**src/rtl/prng_pkg.sv**
```systemverilog
// Shared types and constants for the PRNG stream reader and its PRNG pairing.
package prng_pkg;

  localparam int unsigned WordW = 64;

  localparam logic [WordW-1:0] DefaultSeed1 = 64'h1234_5678_9ABC_DEF0;
  localparam logic [WordW-1:0] DefaultSeed2 = 64'hCAFE_BABE_DEAD_BEEF;

  typedef enum logic [1:0] {
    StIdle,
    StReq,
    StWait
  } req_state_e;

endpackage

```
**src/rtl/sync_fifo.sv**
```systemverilog
// Single-clock FIFO with occupancy count; storage is left unreset on purpose.
module sync_fifo #(
  parameter int unsigned WIDTH = 64,
  parameter int unsigned DEPTH = 4
) (
  input  logic                     clk,
  input  logic                     rst_n,
  input  logic                     i_push,
  input  logic [WIDTH-1:0]         i_wdata,
  input  logic                     i_pop,
  output logic [WIDTH-1:0]         o_rdata,
  output logic                     o_full,
  output logic                     o_empty,
  output logic [$clog2(DEPTH):0]   o_level
);

  localparam int unsigned AW = $clog2(DEPTH);
  localparam int unsigned LW = AW + 1;

  logic [WIDTH-1:0] r_mem [DEPTH];
  logic [AW-1:0]    r_wptr;
  logic [AW-1:0]    r_rptr;
  logic [LW-1:0]    r_level;
  logic             w_push;
  logic             w_pop;

  assign o_full  = (r_level == LW'(DEPTH));
  assign o_empty = (r_level == '0);
  assign o_level = r_level;
  assign o_rdata = r_mem[r_rptr];

  assign w_push = i_push && !o_full;
  assign w_pop  = i_pop && !o_empty;

  always_ff @(posedge clk) begin
    if (w_push) begin
      r_mem[r_wptr] <= i_wdata;
    end
  end

  // Pointers wrap naturally because DEPTH is a power of two.
  always_ff @(posedge clk or negedge rst_n) begin
    if (!rst_n) begin
      r_wptr  <= '0;
      r_rptr  <= '0;
      r_level <= '0;
    end else begin
      if (w_push) r_wptr <= r_wptr + AW'(1);
      if (w_pop)  r_rptr <= r_rptr + AW'(1);
      unique case ({w_push, w_pop})
        2'b10:   r_level <= r_level + LW'(1);
        2'b01:   r_level <= r_level - LW'(1);
        default: r_level <= r_level;
      endcase
    end
  end

endmodule

```
**src/rtl/prng_stream_reader.sv**
```systemverilog
// Requests 64-bit words from a PRNG, buffers them and streams them out as
// LSB-first slices, flagging repeated words and unanswered requests.
module prng_stream_reader
  import prng_pkg::*;
#(
  parameter int unsigned DEPTH   = 4,
  parameter int unsigned OUT_W   = 16,
  parameter int unsigned TIMEOUT = 15
) (
  input  logic                   clk,
  input  logic                   rst_n,
  output logic                   next,
  input  logic [WordW-1:0]       rand_in,
  input  logic                   rand_valid,
  output logic [OUT_W-1:0]       out_data,
  output logic                   out_valid,
  input  logic                   out_ready,
  input  logic                   err_clr,
  output logic                   rep_err,
  output logic                   tmo_err,
  output logic [$clog2(DEPTH):0] level
);

  localparam int unsigned LvlW   = $clog2(DEPTH) + 1;
  localparam int unsigned NSlice = WordW / OUT_W;
  localparam int unsigned IdxW   = (NSlice > 1) ? $clog2(NSlice) : 1;

  req_state_e                     r_state;
  logic                           r_next;
  logic [7:0]                     r_cnt;
  logic [WordW-1:0]               r_prev;
  logic                           r_rep_err;
  logic                           r_tmo_err;
  logic [IdxW-1:0]                r_idx;

  logic                           w_push;
  logic                           w_pop;
  logic                           w_xfer;
  logic                           w_last;
  logic                           w_tmo;
  logic                           w_rep;
  logic                           w_full;
  logic                           w_empty;
  logic [WordW-1:0]               w_head;
  logic [LvlW-1:0]                w_level;
  logic [NSlice-1:0][OUT_W-1:0]   w_slices;

  sync_fifo #(
    .WIDTH (WordW),
    .DEPTH (DEPTH)
  ) u_fifo (
    .clk     (clk),
    .rst_n   (rst_n),
    .i_push  (w_push),
    .i_wdata (rand_in),
    .i_pop   (w_pop),
    .o_rdata (w_head),
    .o_full  (w_full),
    .o_empty (w_empty),
    .o_level (w_level)
  );

  // Only a response to the single outstanding request is ever accepted.
  assign w_push = (r_state == StWait) && rand_valid;
  assign w_tmo  = (r_state == StWait) && !rand_valid && (r_cnt == 8'(TIMEOUT - 1));
  assign w_rep  = w_push && (rand_in == r_prev);

  assign w_xfer = out_valid && out_ready;
  assign w_last = (r_idx == IdxW'(NSlice - 1));
  assign w_pop  = w_xfer && w_last;

  assign w_slices  = w_head;
  assign out_data  = w_slices[r_idx];
  assign out_valid = !w_empty;
  assign level     = w_level;
  assign next      = r_next;
  assign rep_err   = r_rep_err;
  assign tmo_err   = r_tmo_err;

  always_ff @(posedge clk or negedge rst_n) begin
    if (!rst_n) begin
      r_state <= StIdle;
      r_next  <= 1'b0;
      r_cnt   <= '0;
    end else begin
      r_next <= 1'b0;
      unique case (r_state)
        StIdle: begin
          if (!w_full) begin
            r_state <= StReq;
            r_next  <= 1'b1;
          end
        end
        StReq: begin
          r_state <= StWait;
          r_cnt   <= '0;
        end
        StWait: begin
          if (w_push || w_tmo) begin
            r_state <= StIdle;
            r_cnt   <= '0;
          end else begin
            r_cnt <= r_cnt + 8'd1;
          end
        end
        default: r_state <= StIdle;
      endcase
    end
  end

  // A fresh error event wins over a clear in the same cycle.
  always_ff @(posedge clk or negedge rst_n) begin
    if (!rst_n) begin
      r_prev    <= '0;
      r_rep_err <= 1'b0;
      r_tmo_err <= 1'b0;
      r_idx     <= '0;
    end else begin
      if (w_push) r_prev <= rand_in;
      r_rep_err <= w_rep | (r_rep_err & ~err_clr);
      r_tmo_err <= w_tmo | (r_tmo_err & ~err_clr);
      if (w_xfer) r_idx <= w_last ? '0 : r_idx + IdxW'(1);
    end
  end

endmodule
```
**config.mk**
```make
export PLATFORM = sky130hd
export DESIGN_NAME = prng_stream_reader
export DESIGN_NICKNAME = d
export VERILOG_FILES = /design/src/rtl/prng_pkg.sv /design/src/rtl/sync_fifo.sv /design/src/rtl/prng_stream_reader.sv
export SDC_FILE = /design/constraint.sdc
export NUM_CORES = 1
export LEC_CHECK = 0
export CORE_MARGIN = 3
export CORE_UTILIZATION = 61
export DETAILED_ROUTE_END_ITERATION = 8
export PLACE_DENSITY_LB_ADDON = 0.05
export SKIP_CTS_REPAIR_TIMING = 1
export SYNTH_ARGS = -nofsm -noshare
export SYNTH_HDL_FRONTEND = slang
export SYNTH_SLANG_ARGS = --single-unit
```
**constraint.sdc**
```tcl
create_clock -name clk -period 5.3 [get_ports clk]
set_input_delay 1.06 -clock clk [delete_from_list [all_inputs] [get_ports clk]]
set_output_delay 1.06 -clock clk [all_outputs]
set_load 0.01 [all_outputs]
```
==> impl_metrics.py <==
metrics = {
    "timing": {
        "setup_viol": 0,
        "clock_skew_ns": 0.0101,
        "rsz0062_at_grt": "no",
        "timing.fmax_ghz": 0.229,
        "maxSlewHeadroom_pct": 17.2,
        "finalHoldViolCount": 0,
        "final-max-slew-violation-count": 0,
        "period_share_pct": 82.5,
        "fin_crit_ns": 4.37,
        "worst_pin_slew_ns": 1.24,
        "worst_slack_ns": 0.929,
        "finalSetupTns_ns": 0,
    },
    "critical_path": {
        "r2r_cells": 8,
        "rr_startpoint": "r_idx[1]$_DFFE_PN0N_",
        "endpoint_kind": "primary output",
        "start_kind": "flip-flop",
        "crit_required_ns": 4.24,
        "path_class": "flip-flop to primary output",
        "reg2reg_slack_ns": 2.33,
        "crit_arrival_ns": 3.31,
        "cp_max_fo": 37,
        "regToRegEndpoint": "u_fifo.o_level[2]$_DFFE_PN0P_",
    },
    "cts": {
        "clk_pin_slew_ns": 0.06,
        "clockBufferDepth": 3,
        "numCtsBuffers": 36,
        "htree_num_levels": 2,
        "clockRootBuffer": "clkbuf_16",
        "cts_tree": "yes",
        "clock_latency_ns": 0.49,
        "cts_sinks": 342,
    },
    "routing": {
        "wl_per_cell_um": 24.0,
        "route.detailed.drc": 0,
        "dr.pass1.iters": 5,
        "viasPerCell": 6.16,
        "wl_mm": 27.2,
        "vias": 6975,
        "drt_iter0_markers": 492,
        "ant_nets": 0,
    },
    "synthesis": {
        "syn_nets": 797,
        "synth-seq-area-share_pct": 70.6,
        "yosysUniqueCellTypes": 44,
        "syn-cell-area_um2": 13900,
        "synth_top_cell_by_area": "edfxtp_1",
        "synth-async-reset-ratio_pct": 25.1,
        "synth_top_area_share_pct": 55.1,
        "synth_edf_count": 256,
        "ys_ff_latch": 342,
        "avgSynthCellArea_um2": 19.5,
        "ys.warnings.count": 0,
        "synth.area.top_cells": "edfxtp_1 (55%), dfrtp_1 (15%), mux4_2 (11%), mux2_2 (4.5%), mux4_1 (2.5%)",
        "syn-instance-count": 715,
        "synth_ff_type": "edfxtp_1",
    },
    "place": {
        "placed_cells": 1069,
        "gp_congestion": 0.774,
        "placed_area_um2": 15100,
        "port_buffers": 91,
        "dpl.hpwl_mm": 17.3,
        "post-place-ws_ns": 1.40,
    },
    "min_path": {
        "worstHoldEndpoint": "r_prev[8]$_DFFE_PN0P_",
        "worstHoldPathType": "flip-flop to flip-flop",
        "hp-start": "r_prev[8]$_DFFE_PN0P_",
        "hold_depth": 1,
    },
    "floorplanning": {
        "dieArea_um2": 24700,
        "ios": 92,
        "die_w_um": 157,
        "dieHeight_um": 157,
        "core_area_um2": 22200,
        "start_util_pct": 62.9,
        "rows": 54,
    },
    "power_and_ir_drop": {
        "cellPowerDensity_nw_per_um2": 514,
        "power_w": 0.00834,
        "ir_drop_mv": 0.451,
        "p_leak_nw": 5.70,
    },
    "job": {
        "cap_violations": 0,
    },
    "finish": {
        "final_common_cell": "edfxtp_1",
        "mostFrequentLayoutCells": "edfxtp_1 (256), clkdlybuf4s50_1 (90), dfrtp_1 (84)",
        "finalNonFillerCells": 1133,
        "finalNetCount": 909,
        "antennaDiodeCount": 0,
        "drive_above_1_share_pct": 22.6,
        "area_growth_pct": 16.4,
        "final_area_um2": 16200,
    },
    "global_routing": {
        "grt_pass1_wl_mm": 42.2,
        "antenna_found_initial": 1,
        "grt_overflow": 0,
        "grt_pass1_vias": 7399,
        "grt_max_degree": 76,
        "grt_usage_pct": 22.9,
    },
    "status": {
        "outcome": "finished, final reports clean",
    },
}
-- worst max-delay path: stages, from the launching register on --
cell             delay [ns]
dfrtp_4                0.82
buf_12                 0.37
mux4_1                 0.61
mux4_2                 0.49
clkdlybuf4s50_1        0.50
-- layout make-up --
| cell class | instances | area (um2) |
|---|---|---|
| flip-flops and latches | 342 | 9840 |
| fillers | 1267 | 5940 |
| multi-input cells | 321 | 3820 |
| repair buffers | 101 | 1030 |
| clock buffers | 48 | 1010 |
| well taps | 280 | 350 |
| inverters | 25 | 93.8 |
| clock inverters | 16 | 75.1 |
-- synth_stat cells (all sizes together), types with 5 or more instances --
cell type,number
edfxtp,256
dfrtp,86
mux4,80
mux2,56
xnor2,36
inv,25
nand2,25
xor2,24
buf,20
o21ai,17
nand4,13
ha,12
nor4,8
clkbuf,6
a21oi,5
nor2,5
o22ai,5
-- cell families after synthesis --
group / after synthesis / synth area share (%)
XOR/XNOR: 60 / 3.77
buffers and inverters: 52 / 2.09
adder cells (fa/ha/maj): 13 / 1.22
multiplexers: 137 / 17.9
AO/OA/AOI/OAI: 40 / 1.82
AND/OR/NAND/NOR: 71 / 2.64
flip-flops: 342 / 70.6
-- registers in the layout (all words and copies together) (netlist names) --
register and count:
next 1, r_cnt 8, r_idx 2, r_prev 64, r_state 2, rep_err 1
tmo_err 1, u_fifo.o_level 3, u_fifo.r_mem 256, u_fifo.r_rptr 2, u_fifo.r_wptr 2
-- report_power, final --
group | switching (W) | total (W) | internal [W]
Clock | 0.000942 | 0.00228 | 0.00134
Sequential | 0.000366 | 0.00369 | 0.00332
Combinational | 0.000998 | 0.00237 | 0.00138
Total | 0.00231 | 0.00834 | 0.00604
-- per-stage QoR --
stage,util (%),hold WS [ns]
global route,73.2,0.533
floorplan,-,0.452
detailed placement,68.3,0.494
CTS,73.2,0.507
global placement,68.3,0.472
finish,73.2,0.509
-- worst max-delay path by stage --
stage                                       from                      endpoint  slack, ns  depth (start not counted)
CTS                 u_fifo.r_rptr[0]$_DFFE_PN0P_                  out_data[13]       0.87                          4
detailed placement  u_fifo.r_rptr[0]$_DFFE_PN0P_                  out_data[13]       1.40                          4
global placement    u_fifo.r_rptr[0]$_DFFE_PN0P_                  out_data[13]       1.42                          4
global route        u_fifo.r_rptr[0]$_DFFE_PN0P_                  out_data[12]       0.74                          4
finish              u_fifo.r_rptr[0]$_DFFE_PN0P_                  out_data[13]       0.93                          4
floorplan                             rand_valid  u_fifo.r_mem[0][0]$_DFFE_PP_       1.66                          4
-- per-layer routing --
layer | track usage, % | wire length, um | share of wire, % | vias up
met5 | 0 | 11 | 0.040 | -
met4 | 4.26 | 354 | 1.3 | 2
met3 | 3.71 | 1360 | 5.0 | 30
met2 | 37.7 | 13600 | 50 | 202
met1 | 33.5 | 11900 | 44 | 3678
li1 | - | - | - | 3063
No activity file was read; power rests on OpenSTA's default activity.
